File: src/rtl/apb_spi_pkg.sv
// apb_spi_pkg: register map, bit positions and state encodings shared by the APB/SPI FIFO front end.
package apb_spi_pkg;

    localparam logic [7:0] REG_TXDATA = 8'h00;
    localparam logic [7:0] REG_RXDATA = 8'h04;
    localparam logic [7:0] REG_CFG    = 8'h08;
    localparam logic [7:0] REG_CTRL   = 8'h0C;
    localparam logic [7:0] REG_STT    = 8'h10;
    localparam logic [7:0] REG_IRQEN  = 8'h14;

    localparam int CFG_CPOL  = 0;
    localparam int CFG_CPHA  = 1;
    localparam int CFG_ORDER = 2;
    localparam int CFG_SCKS  = 3;

    localparam int CTRL_RD    = 8;
    localparam int CTRL_START = 9;
    localparam int CTRL_AUTO  = 10;

    localparam int STT_BUSY     = 0;
    localparam int STT_TX_OVF   = 5;
    localparam int STT_TIMEOUT  = 8;
    localparam int STT_TX_LEVEL = 16;
    localparam int STT_RX_LEVEL = 24;

    localparam logic [4:0] TIMEOUT_LIMIT = 5'd15;

    typedef enum logic [1:0] {S_IDLE, S_LAUNCH, S_WAIT_HI, S_WAIT_LO} seq_state_e;
    typedef enum logic [1:0] {A_IDLE, A_SETUP, A_ACCESS} apb_state_e;

endpackage

File: src/rtl/spi_sync_fifo.sv
// spi_sync_fifo: synchronous FIFO with simultaneous push/pop; a push into a full FIFO lands only alongside a real pop.
module spi_sync_fifo #(
    parameter int WIDTH = 32,
    parameter int DEPTH = 8
) (
    input  logic                     clk,
    input  logic                     rst,
    input  logic                     push_i,
    input  logic [WIDTH-1:0]         data_i,
    input  logic                     pop_i,
    output logic [WIDTH-1:0]         data_o,
    output logic                     full_o,
    output logic                     empty_o,
    output logic [$clog2(DEPTH):0]   level_o
);
    localparam int AW = $clog2(DEPTH);

    logic [AW:0]      wr_q, rd_q;
    logic [WIDTH-1:0] mem_q [DEPTH];
    logic             pop_ok, push_ok;

    assign level_o = wr_q - rd_q;
    assign empty_o = wr_q == rd_q;
    assign full_o  = level_o[AW];
    assign pop_ok  = pop_i && !empty_o;
    assign push_ok = push_i && (!full_o || pop_ok);
    assign data_o  = mem_q[rd_q[AW-1:0]];

    always_ff @(posedge clk or posedge rst) begin
        if (rst) begin
            wr_q <= '0;
            rd_q <= '0;
        end else begin
            wr_q <= wr_q + (AW+1)'(push_ok);
            rd_q <= rd_q + (AW+1)'(pop_ok);
        end
    end

    always_ff @(posedge clk) begin
        if (push_ok) mem_q[wr_q[AW-1:0]] <= data_i;
    end

endmodule

File: src/rtl/apb_spi_fifo_regs.sv
// apb_spi_fifo_regs: APB slave with TX/RX FIFOs, launch sequencer, sticky flags and irq for an SPI master.
// Define APB_SPI_BUSY_TIMEOUT_EN to abandon a launch whose busy never rises within 16 cycles.
module apb_spi_fifo_regs
    import apb_spi_pkg::*;
#(
    parameter int DATA_W     = 32,
    parameter int NUM_SS     = 4,
    parameter int FIFO_DEPTH = 8,
    parameter int ADDR_W     = 8
) (
    input  logic              clk,
    input  logic              rst,
    input  logic              psel,
    input  logic              penable,
    input  logic              pwrite,
    input  logic [ADDR_W-1:0] paddr,
    input  logic [31:0]       pwdata,
    output logic [31:0]       prdata,
    output logic              pready,
    output logic              pslverr,
    output logic [DATA_W-1:0] tx_data,
    output logic              ctrl_cpol,
    output logic              ctrl_cpha,
    output logic              ctrl_order,
    output logic [1:0]        ctrl_scks,
    output logic [NUM_SS-1:0] ctrl_slave_en,
    output logic              ctrl_rd,
    output logic              start_op,
    input  logic              busy,
    input  logic [DATA_W-1:0] rx_data,
    input  logic              rx_valid,
    output logic              irq
);
    localparam int LW = $clog2(FIFO_DEPTH) + 1;

    apb_state_e        apb_q, apb_d;
    seq_state_e        seq_q, seq_d;
    logic [4:0]        cfg_q, cfg_d;
    logic [NUM_SS-1:0] slv_q, slv_d;
    logic              rd_q, rd_d, auto_q, auto_d, irq_q, irq_d;
    logic [2:0]        ien_q, ien_d;
    logic [3:0]        flg_q, flg_d, flg_set, flg_clr;
    logic [ADDR_W-1:0] wa;
    logic              acc, wr, rd_acc, locked, start, tmo_hit;
    logic              hit_tx, hit_rx, hit_cfg, hit_ctrl, hit_stt, hit_ien, hit_any;
    logic              tx_pop, tx_full, tx_empty, rx_full, rx_empty;
    logic [DATA_W-1:0] tx_head, rx_head;
    logic [LW-1:0]     tx_lvl, rx_lvl;
    logic [31:0]       stt;

    assign acc      = apb_q == A_ACCESS;
    assign wr       = acc && pwrite;
    assign rd_acc   = acc && !pwrite;
    assign wa       = paddr & ~ADDR_W'(3);
    assign hit_tx   = wa == ADDR_W'(REG_TXDATA);
    assign hit_rx   = wa == ADDR_W'(REG_RXDATA);
    assign hit_cfg  = wa == ADDR_W'(REG_CFG);
    assign hit_ctrl = wa == ADDR_W'(REG_CTRL);
    assign hit_stt  = wa == ADDR_W'(REG_STT);
    assign hit_ien  = wa == ADDR_W'(REG_IRQEN);
    assign hit_any  = hit_tx || hit_rx || hit_cfg || hit_ctrl || hit_stt || hit_ien;
    assign locked   = seq_q != S_IDLE;
    assign start    = wr && hit_ctrl && !locked && pwdata[CTRL_START];
    assign tx_pop   = seq_q == S_LAUNCH;

    spi_sync_fifo #(.WIDTH(DATA_W), .DEPTH(FIFO_DEPTH)) u_tx (
        .clk(clk), .rst(rst), .push_i(wr && hit_tx), .data_i(pwdata[DATA_W-1:0]), .pop_i(tx_pop),
        .data_o(tx_head), .full_o(tx_full), .empty_o(tx_empty), .level_o(tx_lvl)
    );

    spi_sync_fifo #(.WIDTH(DATA_W), .DEPTH(FIFO_DEPTH)) u_rx (
        .clk(clk), .rst(rst), .push_i(rx_valid), .data_i(rx_data), .pop_i(rd_acc && hit_rx),
        .data_o(rx_head), .full_o(rx_full), .empty_o(rx_empty), .level_o(rx_lvl)
    );

`ifdef APB_SPI_BUSY_TIMEOUT_EN
    logic [4:0] tmo_q, tmo_d;
    assign tmo_hit = seq_q == S_WAIT_HI && !busy && tmo_q == TIMEOUT_LIMIT;
    assign tmo_d   = (seq_q == S_WAIT_HI && !busy) ? tmo_q + 5'd1 : '0;
    always_ff @(posedge clk or posedge rst) begin
        if (rst) tmo_q <= '0;
        else tmo_q <= tmo_d;
    end
`else
    assign tmo_hit = 1'b0;
`endif

    assign apb_d = (apb_q == A_IDLE)  ? ((psel && !penable) ? A_SETUP : A_IDLE) :
                   (apb_q == A_SETUP) ? (!psel ? A_IDLE : penable ? A_ACCESS : A_SETUP) : A_IDLE;

    always_comb begin
        seq_d = seq_q;
        unique case (seq_q)
            S_IDLE:    seq_d = (start && (!tx_empty || pwdata[CTRL_RD])) ? S_LAUNCH : S_IDLE;
            S_LAUNCH:  seq_d = S_WAIT_HI;
            S_WAIT_HI: seq_d = busy ? S_WAIT_LO : tmo_hit ? S_IDLE : S_WAIT_HI;
            S_WAIT_LO: seq_d = busy ? S_WAIT_LO : (auto_q && !tx_empty) ? S_LAUNCH : S_IDLE;
            default:   seq_d = S_IDLE;
        endcase
    end

    // A full TX push only lands if the sequencer pops in the same cycle.
    assign flg_set = {tmo_hit, rd_acc && hit_rx && rx_empty,
                      rx_valid && rx_full && !(rd_acc && hit_rx), wr && hit_tx && tx_full && !tx_pop};
    assign flg_clr = (wr && hit_stt) ? pwdata[STT_TIMEOUT:STT_TX_OVF] : '0;
    assign flg_d   = (flg_q & ~flg_clr) | flg_set;
    assign cfg_d   = (wr && hit_cfg && !locked) ? pwdata[4:0] : cfg_q;
    assign slv_d   = (wr && hit_ctrl && !locked) ? pwdata[NUM_SS-1:0] : slv_q;
    assign rd_d    = (wr && hit_ctrl && !locked) ? pwdata[CTRL_RD] : rd_q;
    assign auto_d  = (wr && hit_ctrl && !locked) ? pwdata[CTRL_AUTO] : auto_q;
    assign ien_d   = (wr && hit_ien) ? pwdata[2:0] : ien_q;
    assign irq_d   = |(ien_q & {|flg_q, !rx_empty, tx_empty});

    assign stt = {8'(rx_lvl), 8'(tx_lvl), 7'd0, flg_q, rx_empty, rx_full, tx_empty, tx_full, busy || locked};

    assign pready  = acc;
    assign pslverr = acc && ((hit_tx && pwrite && tx_full && !tx_pop) || (hit_rx && (pwrite || rx_empty)) ||
                             ((hit_cfg || hit_ctrl) && pwrite && locked) || !hit_any);
    assign prdata  = !rd_acc ? '0 :
                     hit_rx   ? (rx_empty ? '0 : 32'(rx_head)) :
                     hit_cfg  ? 32'(cfg_q) :
                     hit_ctrl ? 32'({auto_q, 1'b0, rd_q, 8'(slv_q)}) :
                     hit_stt  ? stt :
                     hit_ien  ? 32'(ien_q) : '0;

    assign tx_data       = tx_empty ? '0 : tx_head;
    assign ctrl_cpol     = cfg_q[CFG_CPOL];
    assign ctrl_cpha     = cfg_q[CFG_CPHA];
    assign ctrl_order    = cfg_q[CFG_ORDER];
    assign ctrl_scks     = cfg_q[CFG_SCKS+1:CFG_SCKS];
    assign ctrl_slave_en = slv_q;
    assign ctrl_rd       = rd_q;
    assign start_op      = seq_q == S_LAUNCH;
    assign irq           = irq_q;

    always_ff @(posedge clk or posedge rst) begin
        if (rst) begin
            apb_q  <= A_IDLE;
            seq_q  <= S_IDLE;
            cfg_q  <= '0;
            slv_q  <= '0;
            rd_q   <= 1'b0;
            auto_q <= 1'b0;
            ien_q  <= '0;
            flg_q  <= '0;
            irq_q  <= 1'b0;
        end else begin
            apb_q  <= apb_d;
            seq_q  <= seq_d;
            cfg_q  <= cfg_d;
            slv_q  <= slv_d;
            rd_q   <= rd_d;
            auto_q <= auto_d;
            ien_q  <= ien_d;
            flg_q  <= flg_d;
            irq_q  <= irq_d;
        end
    end

endmodule

File: config.mk
export PLATFORM = sky130hd
export DESIGN_NAME = apb_spi_fifo_regs
export DESIGN_NICKNAME = d
export VERILOG_FILES = /design/src/rtl/apb_spi_pkg.sv /design/src/rtl/spi_sync_fifo.sv /design/src/rtl/apb_spi_fifo_regs.sv
export SDC_FILE = /design/constraint.sdc
export NUM_CORES = 1
export LEC_CHECK = 0
export ABC_CLOCK_PERIOD_IN_PS = 6900
export CORE_MARGIN = 1.5
export CORE_UTILIZATION = 48
export CTS_BUF_LIST = sky130_fd_sc_hd__clkbuf_16
export DETAILED_ROUTE_END_ITERATION = 6
export PLACE_DENSITY = 0.78
export SLEW_MARGIN = 20
export SYNTH_ARGS = -nofsm -noshare
export SYNTH_HDL_FRONTEND = slang
export SYNTH_SLANG_ARGS = --single-unit
export TNS_END_PERCENT = 30
File: constraint.sdc
create_clock -name clk -period 6.9 [get_ports clk]
set_input_delay 1.035 -clock clk [delete_from_list [all_inputs] [get_ports clk]]
set_output_delay 1.035 -clock clk [all_outputs]
set_load 0.005 [all_outputs]
* Yosys cells after proc, flatten, opt, wreduce, memory -nomap -nowiden *
Memory sizes are Yosys's and may differ from the RTL's.
Cells that the tools add are included.

cells by class
  equality and inequality tests = 12
  bitwise gates (word level) = 4
  reductions and logical operators = 60
  muxes and demuxes = 23
  add/subtract/negate cells = 6

operators with widths
  kind                  count
  $mux W32              4
  $mux W28              3
  $logic_and A1 B1 Y1   30
  $add A4 B1 Y4         4
  $logic_or A1 B1 Y1    14
  $eq A6 B2 Y1 const B  2
  $eq A6 B3 Y1 const B  2
  $logic_not A1 Y1      10
  $mux W2               5
  $eq A4 B4 Y1          2
  $logic_not A8 Y1      1
  $mux W1               8
  $pmux W2 S4           1
  $sub A4 B4 Y4         2
  $eq A2 B2 Y1 const B  3
  $eq A6 B1 Y1 const B  1
  $and A4 B4 Y4         1
  $eq A2 B1 Y1 const B  2
  $logic_not A2 Y1      2
  $mux W4               1
  $not A4 Y4            1
  $or A4 B3 Y4          1
  $reduce_or A4 Y1      1
  $and A3 B3 Y3         1
  other kinds (3)       3

word-level totals
  memories kept = 2
  output and inout port bits = 78
  bits in writable memories = 512
  bits of input ports = 79
  word-level logic and storage cells = 120
  bits in registers = 39

memories
  memory      words  width  read ports  clocked after memory_dff  write ports  line                 RTL
  u_rx.mem_q  8      32     1           0                         1            spi_sync_fifo.sv:19  logic [WIDTH-1:0] mem_q [DEPTH];
  u_tx.mem_q  8      32     1           0                         1            spi_sync_fifo.sv:19

* Logic depth before layout (Yosys ltp) *
Gate-level depths: netlist of run 1.

  depth after elaboration = 9
  mapped depth = 14
  depth with buffers taken out = 10

* Hierarchy *
Synthesis of run 1 repeated with hierarchy kept, for this count alone.

unflattened totals
  cells, all modules = 1205
  area total of the unflattened synthesis = 22328.9 µm²

by module, submodules not included
  module             area each (µm²)  instances  cells each
  spi_sync_fifo      10282.4          2          501
  apb_spi_fifo_regs  1764.2           1          203

* Worst setup path before layout of run 1 *
OpenSTA, ideal clock, no wires.

  kind = reg-to-reg
  start = reg u_rx.rd_q[2]
  end = mem u_rx.mem_q[0][0] (enable)
  slack = 0.980 ns
  arrival = 5.418 ns
  period minus slack after synthesis = 5.920 ns
  setup time = 0.501 ns
  cell stages (with the launch flop) = 12
  required time = 6.399 ns
  path buffers = 4
  cell sequence = dfrtp_1 > clkbuf_1 > inv_1 > buf_2 > clkbuf_1 > ha_1 > and4_1 > buf_2 > or3_4 > clkinv_2 > o21ai_4 > nor4_1

on the way
  word-level cells in the longest chain between the ends = 7
  elaborated cells between the ends (all ways) = 9
  those cells by class = 1 x add/sub; 1 x eq/ne; 2 x mux; 5 x reduce/logical

RTL lines
  element                                                line                 RTL
  from (decl)                                            spi_sync_fifo.sv:18  logic [AW:0] wr_q, rd_q;
  from (signal assigned)                                 spi_sync_fifo.sv:35  rd_q <= rd_q + (AW+1)'(pop_ok);
  branches (longest 3 deep; another with $sub A4 B4 Y4)  --
  $logic_or A1 B1 Y1 (*)                                 spi_sync_fifo.sv:26  assign push_ok = push_i && (!full_o || pop_ok);
  $logic_and A1 B1 Y1 (*)                                spi_sync_fifo.sv:26
  $mux W1 (*)                                            spi_sync_fifo.sv:40  if (push_ok) mem_q[wr_q[AW-1:0]] <= data_i;
  $mux W1 (not written as such) (*)                      spi_sync_fifo.sv:40
  to (decl)                                              spi_sync_fifo.sv:19

Mark *: on every way between the ends.

* Worst setup path in the final report of run 1 *
  start = in paddr[2]
  end = out prdata[0]

on the way
  word-level cells in the longest chain between the ends = 7
  elaborated cells between the ends (all ways) = 11
  those cells by class = 5 x eq/ne; 6 x mux

RTL lines
  element       line                      RTL
  from (decl)   apb_spi_fifo_regs.sv:16   input logic [ADDR_W-1:0] paddr,
  $eq A6 B3 Y1  apb_spi_fifo_regs.sv:60   assign hit_ien = wa == ADDR_W'(REG_IRQEN);
  $mux W3       apb_spi_fifo_regs.sv:124  hit_ien ? 32'(ien_q) : '0;
  $mux W28      apb_spi_fifo_regs.sv:123  hit_stt ? stt :
  $mux W28      apb_spi_fifo_regs.sv:122  hit_ctrl ? 32'({auto_q, 1'b0, rd_q, 8'(slv_q)}) :
  $mux W28      apb_spi_fifo_regs.sv:121  hit_cfg ? 32'(cfg_q) :
  $mux W32 (*)  apb_spi_fifo_regs.sv:120  hit_rx ? (rx_empty ? '0 : 32'(rx_head)) :
  $mux W32 (*)  apb_spi_fifo_regs.sv:119  assign prdata = !rd_acc ? '0 :
  to (decl)     apb_spi_fifo_regs.sv:18   output logic [31:0] prdata,

Every way passes the cells marked *; elsewhere a longest branch is shown, timed or not.

==> run metrics, run 1 <==
endpoints failing hold 0; Tcrit/Tclk final 69.94%; outcome complete, no violations; drt via density 5.670; total power 8.043 mW; Core Box Area 44410 sq um; Worst Tran Pin Value 1.054 ns; EDFF count, synth 512; CTS buffer count 53; gr usage total 20.34%; Total Neg Setup Slack 0 ns; post-synth top area share 70.89%; chip width 215.6 um; Starting Density 48.83%; CTS clock-pin slew for the worst setup and hold paths 0.06 ns; Antenna Cells 0; post-synth net total 1193; synth-to-layout area growth 19.07%; Post-Route Skew 0.03292 ns; maximum clock insertion buffer count 3; hold_buf cts 0; register-to-register setup slack 2.67 ns; initial antenna violation count 8; IO Pins 157; worst skew pair latency 0.60 ns; pin count of the biggest net entering global routing 67; power per cell area 311.4 nW/um^2; dominant cell type by area after synthesis edfxtp_1; CP required 5.86 ns; post-route met1 wirelength 18020 um; ratio of cells with drive above 1 in the final layout 20.30%; HP Start u_tx.wr_q[3]$_DFF_PP0_; Worst Setup Start Kind input pin; final WL 46780 um; WHS Endpoint u_tx.wr_q[3]$_DFF_PP0_; FF-to-FF path depth 7; clk root buf clkbuf_16; static leakage 8.372 nW; footprint of the multi-input gates 5137 sq um; max frequency 207.2 MHz; syn_area_per_cell 19.75 sq um; FF-to-FF End u_rx.mem_q[4][14]$_DFFE_PP_; Primary FF master, synth edfxtp_1; Fill cells 3143; met2 WL 24370 um; vias 10841; drt wl/cell 24.47 um; cts repair resizes 0; Final Wtd Congestion 0.7933; maximum VDD drop 0.0002262 V; reg2reg start u_rx.rd_q[0]$_DFF_PP0_; CTS tree yes; vias in the first global route 11387; H-tree Lvls 2; DRT Pass-1 Iters 5; setup violators final 0; Critical Path End Type output pin; PortBufs 154; Total Nets Final 1372; Worst Path Arrival 3.79 ns; mapped cell area 21690 sq um; hold path depth 1; Routed Antenna Nets 0; Crit Path Max Fanout 30; final routed DRC violation total 0; die area 46470 sq um; min Tclk post-route 4.826 ns; Mapped Cells 1098; Max-slew headroom 29.38%; post-synthesis async set-or-reset flop share 7.078%; register area share after synthesis 75.39%; Slew Limit Fails 0; row count 77; CTS Sinks 551; WS Path Type in2out; worst min-delay path class reg2reg; Die H 215.6 um; HPWL Detailed 27480 um; Highest Signal Layer met5; Yosys reg bits 551; GRT overflow 0; RSZ-0062 raised after global routing no; synth top area cells edfxtp_1 (71%), mux4_2 (13%), dfrtp_1 (4.5%); first-pass GRT wire length 69790 um; met3 wire length 3508 um; post-CTS setup buffer count 0; YS warnings 0; max_cap viols 0; initial drt markers 868; FF+latch area 16360 sq um; Cell variety after synth 56
## synthesized netlist by cell type, types with 3 or more instances
master    number
buf_2         20
mux2i_1       17
o22ai_1        9
nor3b_1        3
dfrtp_1       39
edfxtp_1     512
buf_1          7
nor4b_2        5
xnor2_1       10
nor3_1        10
clkbuf_1      29
a31oi_1        4
ha_1          14
nand3_1        6
mux4_2       126
inv_1         17
mux2_2        14
a21oi_1       53
xor2_1         4
nor2b_1        9
o21ai_0       10
nand2_1      115
nor4_1         7
nand2b_1       3
nor2_1        15
o211ai_1       3
## flip-flops by register name (all words and copies together), names as in the netlist
signal / count
u_tx.wr_q: 4
u_tx.rd_q: 4
cfg_q: 5
ctrl_rd: 1
apb_q: 2
ctrl_slave_en: 4
flg_q: 4
irq: 1
u_tx.mem_q: 256
auto_q: 1
u_rx.wr_q: 4
u_rx.rd_q: 4
ien_q: 3
u_rx.mem_q: 256
seq_q: 2
## cell usage in the layout (no fill, tap or decap), types with 3 or more instances in the layout
master	count
o211ai_1	3
o22ai_1	9
nor2_1	15
edfxtp_1	512
xnor2_1	10
a31oi_1	4
nor4b_4	5
dfrtp_1	35
nor3_2	4
mux2i_1	17
inv_1	26
nor3_1	5
clkdlybuf4s50_1	154
bufinv_16	6
o21ai_0	10
nand2b_1	3
nand2_1	115
nor3b_1	3
mux2_2	14
clkinvlp_4	4
ha_1	14
clkinv_1	16
nor2b_1	9
clkbuf_16	55
mux4_2	126
xor2_1	4
buf_12	3
a21oi_1	53
buf_4	23
nand3_1	6
nor4_2	7
clkinv_2	5
## logic make-up after synthesis
logic type	synth area share, %
simple gates	4.200
compound gates	2.816
xor+xnor	0.5654
buf+inv	1.437
fa+ha+maj	0.9923
mux	14.60
flops	75.39
## report_power, final
group          internal, mW  switching, mW
Sequential             3.89          0.110
Combinational         0.558          0.630
Clock                  1.66           1.19
Total                  6.11           1.93
## critical path, cell delays in order
cell,delay [ns]
clkdlybuf4s50_1,0.77
nor2b_1,0.30
nand2_1,0.13
or3_4,0.60
o22ai_1,0.37
clkdlybuf4s50_1,0.58
## worst max path at each step
stage | from | endpoint | depth (start not counted) | slack (ns)
after floorplan | u_rx.rd_q[2]$_DFF_PP0_ | u_rx.mem_q[0][0]$_DFFE_PP_ | 11 | 0.98
after global placement | paddr[4] | u_rx.mem_q[4][23]$_DFFE_PP_ | 8 | 2.10
after detailed placement | paddr[4] | u_rx.mem_q[4][21]$_DFFE_PP_ | 8 | 2.06
after CTS | u_rx.rd_q[0]$_DFF_PP0_ | prdata[0] | 5 | 1.99
after global routing | u_rx.rd_q[0]$_DFF_PP0_ | prdata[2] | 6 | 1.86
final | paddr[2] | prdata[0] | 6 | 2.07
## stage by stage
| stage | hold WS, ns | util [%] | instances | setup WS [ns] | cell area, sq um |
|---|---|---|---|---|---|
| CTS | 0.4968 | 58.10 | 1911 | 1.991 | 25810 |
| finish | 0.4984 | 58.14 | 1912 | 2.074 | 25820 |
| global placement | 0.4644 | 54.21 | 1813 | 2.098 | 24080 |
| floorplan | 0.4348 | - | 1098 | 0.9803 | 21690 |
| global route | 0.5215 | 58.14 | 1912 | 1.858 | 25820 |
| detailed placement | 0.4814 | 54.21 | 1813 | 2.057 | 24080 |
## layer usage
metal	vias up	track usage, %
met5	-	0
met4	16	4.615
met3	65	5.356
met2	350	35.69
met1	5619	25.38
li1	4791	-
## cell type report
type | count | share of cell area (%)
multi-input combinational | 472 | 19.89
clock inverter | 43 | 1.371
timing repair buffer | 181 | 6.914
sequential | 551 | 63.36
clock buffer | 55 | 5.330
inverter | 18 | 0.2665
tap | 592 | 2.868
No activity file was read; power rests on OpenSTA's default activity.
==> inputs of run 2 (changes only) <==
--- a/config.mk
+++ b/config.mk
@@ -5,12 +5,12 @@
 export SDC_FILE = /design/constraint.sdc
 export NUM_CORES = 1
 export LEC_CHECK = 0
-export ABC_CLOCK_PERIOD_IN_PS = 6900
+export ABC_CLOCK_PERIOD_IN_PS = 4000
 export CORE_MARGIN = 1.5
 export CORE_UTILIZATION = 48
 export CTS_BUF_LIST = sky130_fd_sc_hd__clkbuf_16
 export DETAILED_ROUTE_END_ITERATION = 6
-export PLACE_DENSITY = 0.78
+export PLACE_DENSITY = 0.81
 export SLEW_MARGIN = 20
 export SYNTH_ARGS = -nofsm -noshare
 export SYNTH_HDL_FRONTEND = slang
==> constraint.sdc (replaced) <==
create_clock -name clk -period 4 [get_ports clk]
set_input_delay 0.6 -clock clk [delete_from_list [all_inputs] [get_ports clk]]
set_output_delay 0.6 -clock clk [all_outputs]
set_load 0.005 [all_outputs]
==> run 2 against run 1 <==
Clock skew is 0.015 ns lower. Sequential share of layout area is 0.63 points lower. Non-clock buffer count is 21 higher. Worst hold slack worse by 0.014 ns. Critical path type is now reg2out. Cell area is 1.0% higher. Via count is 3.0% higher. Register-to-register slack worse by 1.8 ns. Critical endpoint is now prdata[26]. Largest power group unchanged. Critical path depth is 1 higher. Cell count is 1.2% higher. Combinational power is 89% higher. Flip-flop and latch count stayed put.
==> run metrics, run 2 (same netlist as run 1, synthesis figures left out) <==
endpoints failing hold 0; CTS Sinks 551; Routed Antenna Nets 0; Worst Tran Pin Value 0.9627 ns; commonest non-fill, non-tap cell in the layout edfxtp_1; CP required 3.40 ns; final routed DRC violation total 0; H-tree Lvls 2; setup violators final 0; DP Cell Count 1835; Total Nets Final 1393; drt via density 5.771; outcome complete, no violations; Max-slew headroom 35.82%; clk root buf clkbuf_16; slowest stage delay, CP 0.63 ns; gr usage total 20.77%; worst min-delay path class reg2reg; Crit Path Max Fanout 12; most frequent cells in the layout edfxtp_1 (512), clkdlybuf4s50_1 (154), mux4_2 (126), nand2_1 (115); min Tclk post-route 3.895 ns; initial drt markers 948; FF-to-FF End u_tx.wr_q[2]$_DFF_PP0_; critical path's slowest cell clkdlybuf4s50_1; Tcrit/Tclk final 97.38%; post-route cell area 26090 sq um; PortBufs 154; reg2reg start u_tx.wr_q[0]$_DFF_PP0_; max_cap viols 0; RSZ-0062 raised after global routing no; HPWL Detailed 27350 um; WS Path Type reg2out; static leakage 8.487 nW; initial antenna violation count 2; IO Pins 157; CTS tree yes; Total Neg Setup Slack 0 ns; row count 77; vias 11162; max frequency 256.7 MHz; setup ws final 0.1049 ns; worst skew pair latency 0.60 ns; pin count of the biggest net entering global routing 70; Placement Cell Area 24480 sq um; Final Wtd Congestion 0.8551; Critical Path End Type output pin; FF-to-FF path depth 10; CP cell instances inv_1 > ha_1 > and4_1 > or3_4 > buf_4 > o22ai_1 > clkdlybuf4s50_1; Slew Limit Fails 0; first-pass GRT wire length 71130 um; final WL 47640 um; DRT Pass-1 Iters 6; maximum VDD drop 0.0004645 V; Core Box Area 44410 sq um; register-to-register setup slack 0.92 ns; Starting Density 48.83%; ratio of cells with drive above 1 in the final layout 22.22%; Worst Setup Start Kind flip-flop; CTS buffer count 53; maximum clock insertion buffer count 3; Post-Route Skew 0.01753 ns; Setup crit start u_rx.wr_q[0]$_DFF_PP0_; vias in the first global route 11424; chip width 215.6 um; final std cells w/o fill 1934; synth-to-layout area growth 20.31%; CTS clock-pin slew for the worst setup and hold paths 0.06 ns; hold_buf cts 0; Worst Path Arrival 3.30 ns; pre-CTS setup slack 0.2898 ns; die area 46470 sq um; drt wl/cell 24.63 um; post-CTS setup buffer count 0; Die H 215.6 um; power per cell area 526.0 nW/um^2; GRT overflow 0; Worst Setup EP prdata[26]
run 2: through the flow:
stage          utilization [%]  total power, mW  hold WS (ns)
5_1_grt                  58.74            14.22        0.5002
3_5_place_dp             55.12            9.242        0.4730
3_3_place_gp             55.12            9.183        0.4645
2_1_floorplan                -            8.205        0.4348
6_report                 58.75            13.72        0.4844
4_1_cts                  58.73            13.86        0.4822
run 2: worst max-delay path: cells and delay by family, from the launching register on:
family / cells / cell delay, ns
adder cells (fa/ha/maj): 1 / 0.36
AO/OA/AOI/OAI: 1 / 0.13
AND/OR/NAND/NOR: 2 / 0.73
buffers and inverters: 3 / 0.97
flip-flops: 1 / 0.51
run 2: layout make-up:
| class | instances | area [sq um] |
|---|---|---|
| antenna | 1 | 2.502 |
| clock buffer | 53 | 1326 |
| inverter | 18 | 68.82 |
| clock inverter | 45 | 276.5 |
| timing repair buffer | 202 | 2115 |
| fill | 3175 | 18320 |
| tap | 592 | 740.7 |
| multi-input combinational | 472 | 5196 |
| sequential | 551 | 16370 |
run 2: power by group:
| part | switching, mW | internal, mW | leakage [nW] | total (mW) |
|---|---|---|---|---|
| Combinational | 1.19 | 1.06 | 2.53 | 2.25 |
| Sequential | 0.148 | 6.72 | 5.12 | 6.86 |
| Clock | 2.07 | 2.54 | 0.840 | 4.61 |
| Total | 3.40 | 10.3 | 8.49 | 13.7 |
run 2: worst min-delay path by stage:
stage,depth (start not counted),slack [ns],from,endpoint
6_report,1,0.48,apb_q[1]$_DFF_PP0_,apb_q[0]$_DFF_PP0_
5_1_grt,1,0.50,apb_q[1]$_DFF_PP0_,apb_q[0]$_DFF_PP0_
4_1_cts,1,0.48,apb_q[1]$_DFF_PP0_,apb_q[0]$_DFF_PP0_
3_5_place_dp,1,0.47,apb_q[1]$_DFF_PP0_,apb_q[0]$_DFF_PP0_
3_3_place_gp,1,0.46,apb_q[1]$_DFF_PP0_,apb_q[0]$_DFF_PP0_
2_1_floorplan,1,0.43,apb_q[1]$_DFF_PP0_,apb_q[0]$_DFF_PP0_
run 2: what timing repair did:
action,4_1_cts,5_1_grt
pin swaps,0,0
endpoints found under the hold margin,0,0
setup endpoints to repair,4,1
resized for setup,2,2
run 2: layer usage:
metal | GRT usage, % | up-vias | part of all wire (%)
met5 | 0 | - | 0.059
met4 | 6.830 | 4 | 2.7
met3 | 4.989 | 85 | 8.3
met2 | 34.23 | 480 | 49
met1 | 27.40 | 5756 | 39
li1 | - | 4837 | -
==> inputs of run 3 (changes only) <==
--- a/config.mk
+++ b/config.mk
@@ -6,7 +6,6 @@
 export NUM_CORES = 1
 export LEC_CHECK = 0
 export ABC_CLOCK_PERIOD_IN_PS = 4000
-export CORE_MARGIN = 1.5
 export CORE_UTILIZATION = 48
 export CTS_BUF_LIST = sky130_fd_sc_hd__clkbuf_16
 export DETAILED_ROUTE_END_ITERATION = 6
==> run 3 against run 2 <==
Cell area is 0.20% higher. Critical endpoint is now prdata[29]. Critical path type unchanged. Cell count is 0.16% higher. Non-clock buffer count is 2 higher. First-iteration DRC count is 1.8% lower. Combinational power is 2% lower. Via count is 0.58% higher. Register-to-register slack worse by 0.21 ns. Highest routed layer unchanged. Power is 2.1% higher.
==> run metrics, run 3 (same netlist as run 1, synthesis figures left out) <==
CTS clock-pin slew for the worst setup and hold paths 0.06 ns; worst min-delay path class reg2reg; GRT busiest layer met2; final std cells w/o fill 1937; pin count of the biggest net entering global routing 70; grt met3 use 5.929%; hold_buf cts 0; Total Nets Final 1395; Routed Antenna Nets 0; worst skew pair latency 0.60 ns; Starting Density 48.83%; Max-slew headroom 33.85%; endpoints failing hold 0; chip width 214.6 um; Post-Route Skew 0.01867 ns; first-pass GRT wire length 71360 um; WS Path Type reg2out; vias in the first global route 11714; final routed DRC violation total 0; vias 11227; FF+latch area 16360 sq um; GRT overflow 0; CTS Sinks 551; max frequency 255.9 MHz; H-tree Lvls 2; CTS tree yes; maximum VDD drop 0.0004365 V; Worst Path Arrival 3.31 ns; Worst Setup Start Kind flip-flop; global routing met2 resource utilization 34.92%; ratio of cells with drive above 1 in the final layout 22.26%; outcome complete, no violations; synth-to-layout area growth 20.54%; min Tclk post-route 3.907 ns; gr usage total 20.98%; Worst Hold Slack 0.4944 ns; Final Wtd Congestion 0.8474; Fill cells 3138; power per cell area 535.8 nW/um^2; drt via density 5.796; row count 77; setup ws final 0.09252 ns; CTS buffer count 53; Crit Path Max Fanout 21; die area 46040 sq um; HPWL Detailed 27340 um; drt wl/cell 24.42 um; CP required 3.40 ns; Die H 214.6 um; maximum clock insertion buffer count 3; Core Box Area 44410 sq um; met1 global-route usage 26.58%; PortBufs 154; DP Cell Count 1837; Tcrit/Tclk final 97.69%; Worst Tran Pin Value 0.9923 ns; Final Util 58.86%; footprint of the multi-input gates 5196 sq um; most frequent cells in the layout edfxtp_1 (512), clkdlybuf4s50_1 (154), mux4_2 (126), nand2_1 (115), clkbuf_16 (55); Slew Limit Fails 0; final WL 47300 um; Critical Path End Type output pin; commonest non-fill, non-tap cell in the layout edfxtp_1; DRT Pass-1 Iters 5; IO Pins 157; RSZ-0062 raised after global routing no; max_cap viols 0; initial drt markers 931; initial antenna violation count 5; static leakage 8.519 nW; pre-CTS setup slack 0.2306 ns; clk root buf clkbuf_16; setup violators final 0; Total Neg Setup Slack 0 ns
[run 3: path summary, 6_finish.rpt]
path                                        start                         end  slack [ns]  cells after the start
max                        u_rx.wr_q[0]$_DFF_PP0_                  prdata[29]        0.09                      7
min                        u_rx.rd_q[3]$_DFF_PP0_      u_rx.rd_q[3]$_DFF_PP0_        0.49                      1
max reg2reg                u_rx.wr_q[0]$_DFF_PP0_  u_rx.mem_q[3][2]$_DFFE_PP_        0.71                      9
min reg2reg                u_rx.rd_q[3]$_DFF_PP0_      u_rx.rd_q[3]$_DFF_PP0_        0.49                      1
max in group asynchronous                     rst      u_rx.rd_q[0]$_DFF_PP0_        2.80                      2
min in group asynchronous                     rst      u_tx.wr_q[1]$_DFF_PP0_        0.57                      2
[run 3: what timing repair did]
item / in CTS / in global routing
endpoints found under the setup margin: 7 / 1
gates resized for setup: 2 / 1
buffers inserted: 0 / 0
[run 3: power by group]
group          switching (mW)  leakage, nW  internal [mW]
logic                    1.19         2.52           1.03
registers               0.141         5.12           6.72
clock network            2.06        0.883           2.88
[run 3: final cells by class]
cell class	instances	share of cell area, %
clock inverter	43	1.383
inverter	18	0.2632
tap	592	2.833
sequential	551	62.60
clock buffer	55	5.265
multi-input combinational	472	19.88
timing repair buffer	204	7.763
antenna	2	0.01914
[run 3: routing by layer]
metal	vias to the layer above	wire, um
met5	-	43
met4	8	1156
met3	80	4490
met2	485	23860
met1	5809	17760
li1	4845	-
[run 3: through the flow]
| stage | power, mW | cell area [sq um] |
|---|---|---|
| final | 14.01 | 26140 |
| after global routing | 14.51 | 26140 |
| after floorplan | 8.205 | 21750 |
| after CTS | 14.13 | 26140 |
| after detailed placement | 9.204 | 24400 |
| after global placement | 9.115 | 24400 |
[run 3: critical path, stage by stage, from the launching register on]
cell and delay, ns:
dfrtp_2 0.50, inv_1 0.10, ha_1 0.34, and4_1 0.23, or3_4 0.55, buf_4 0.22
a21oi_1 0.20, clkdlybuf4s50_1 0.56
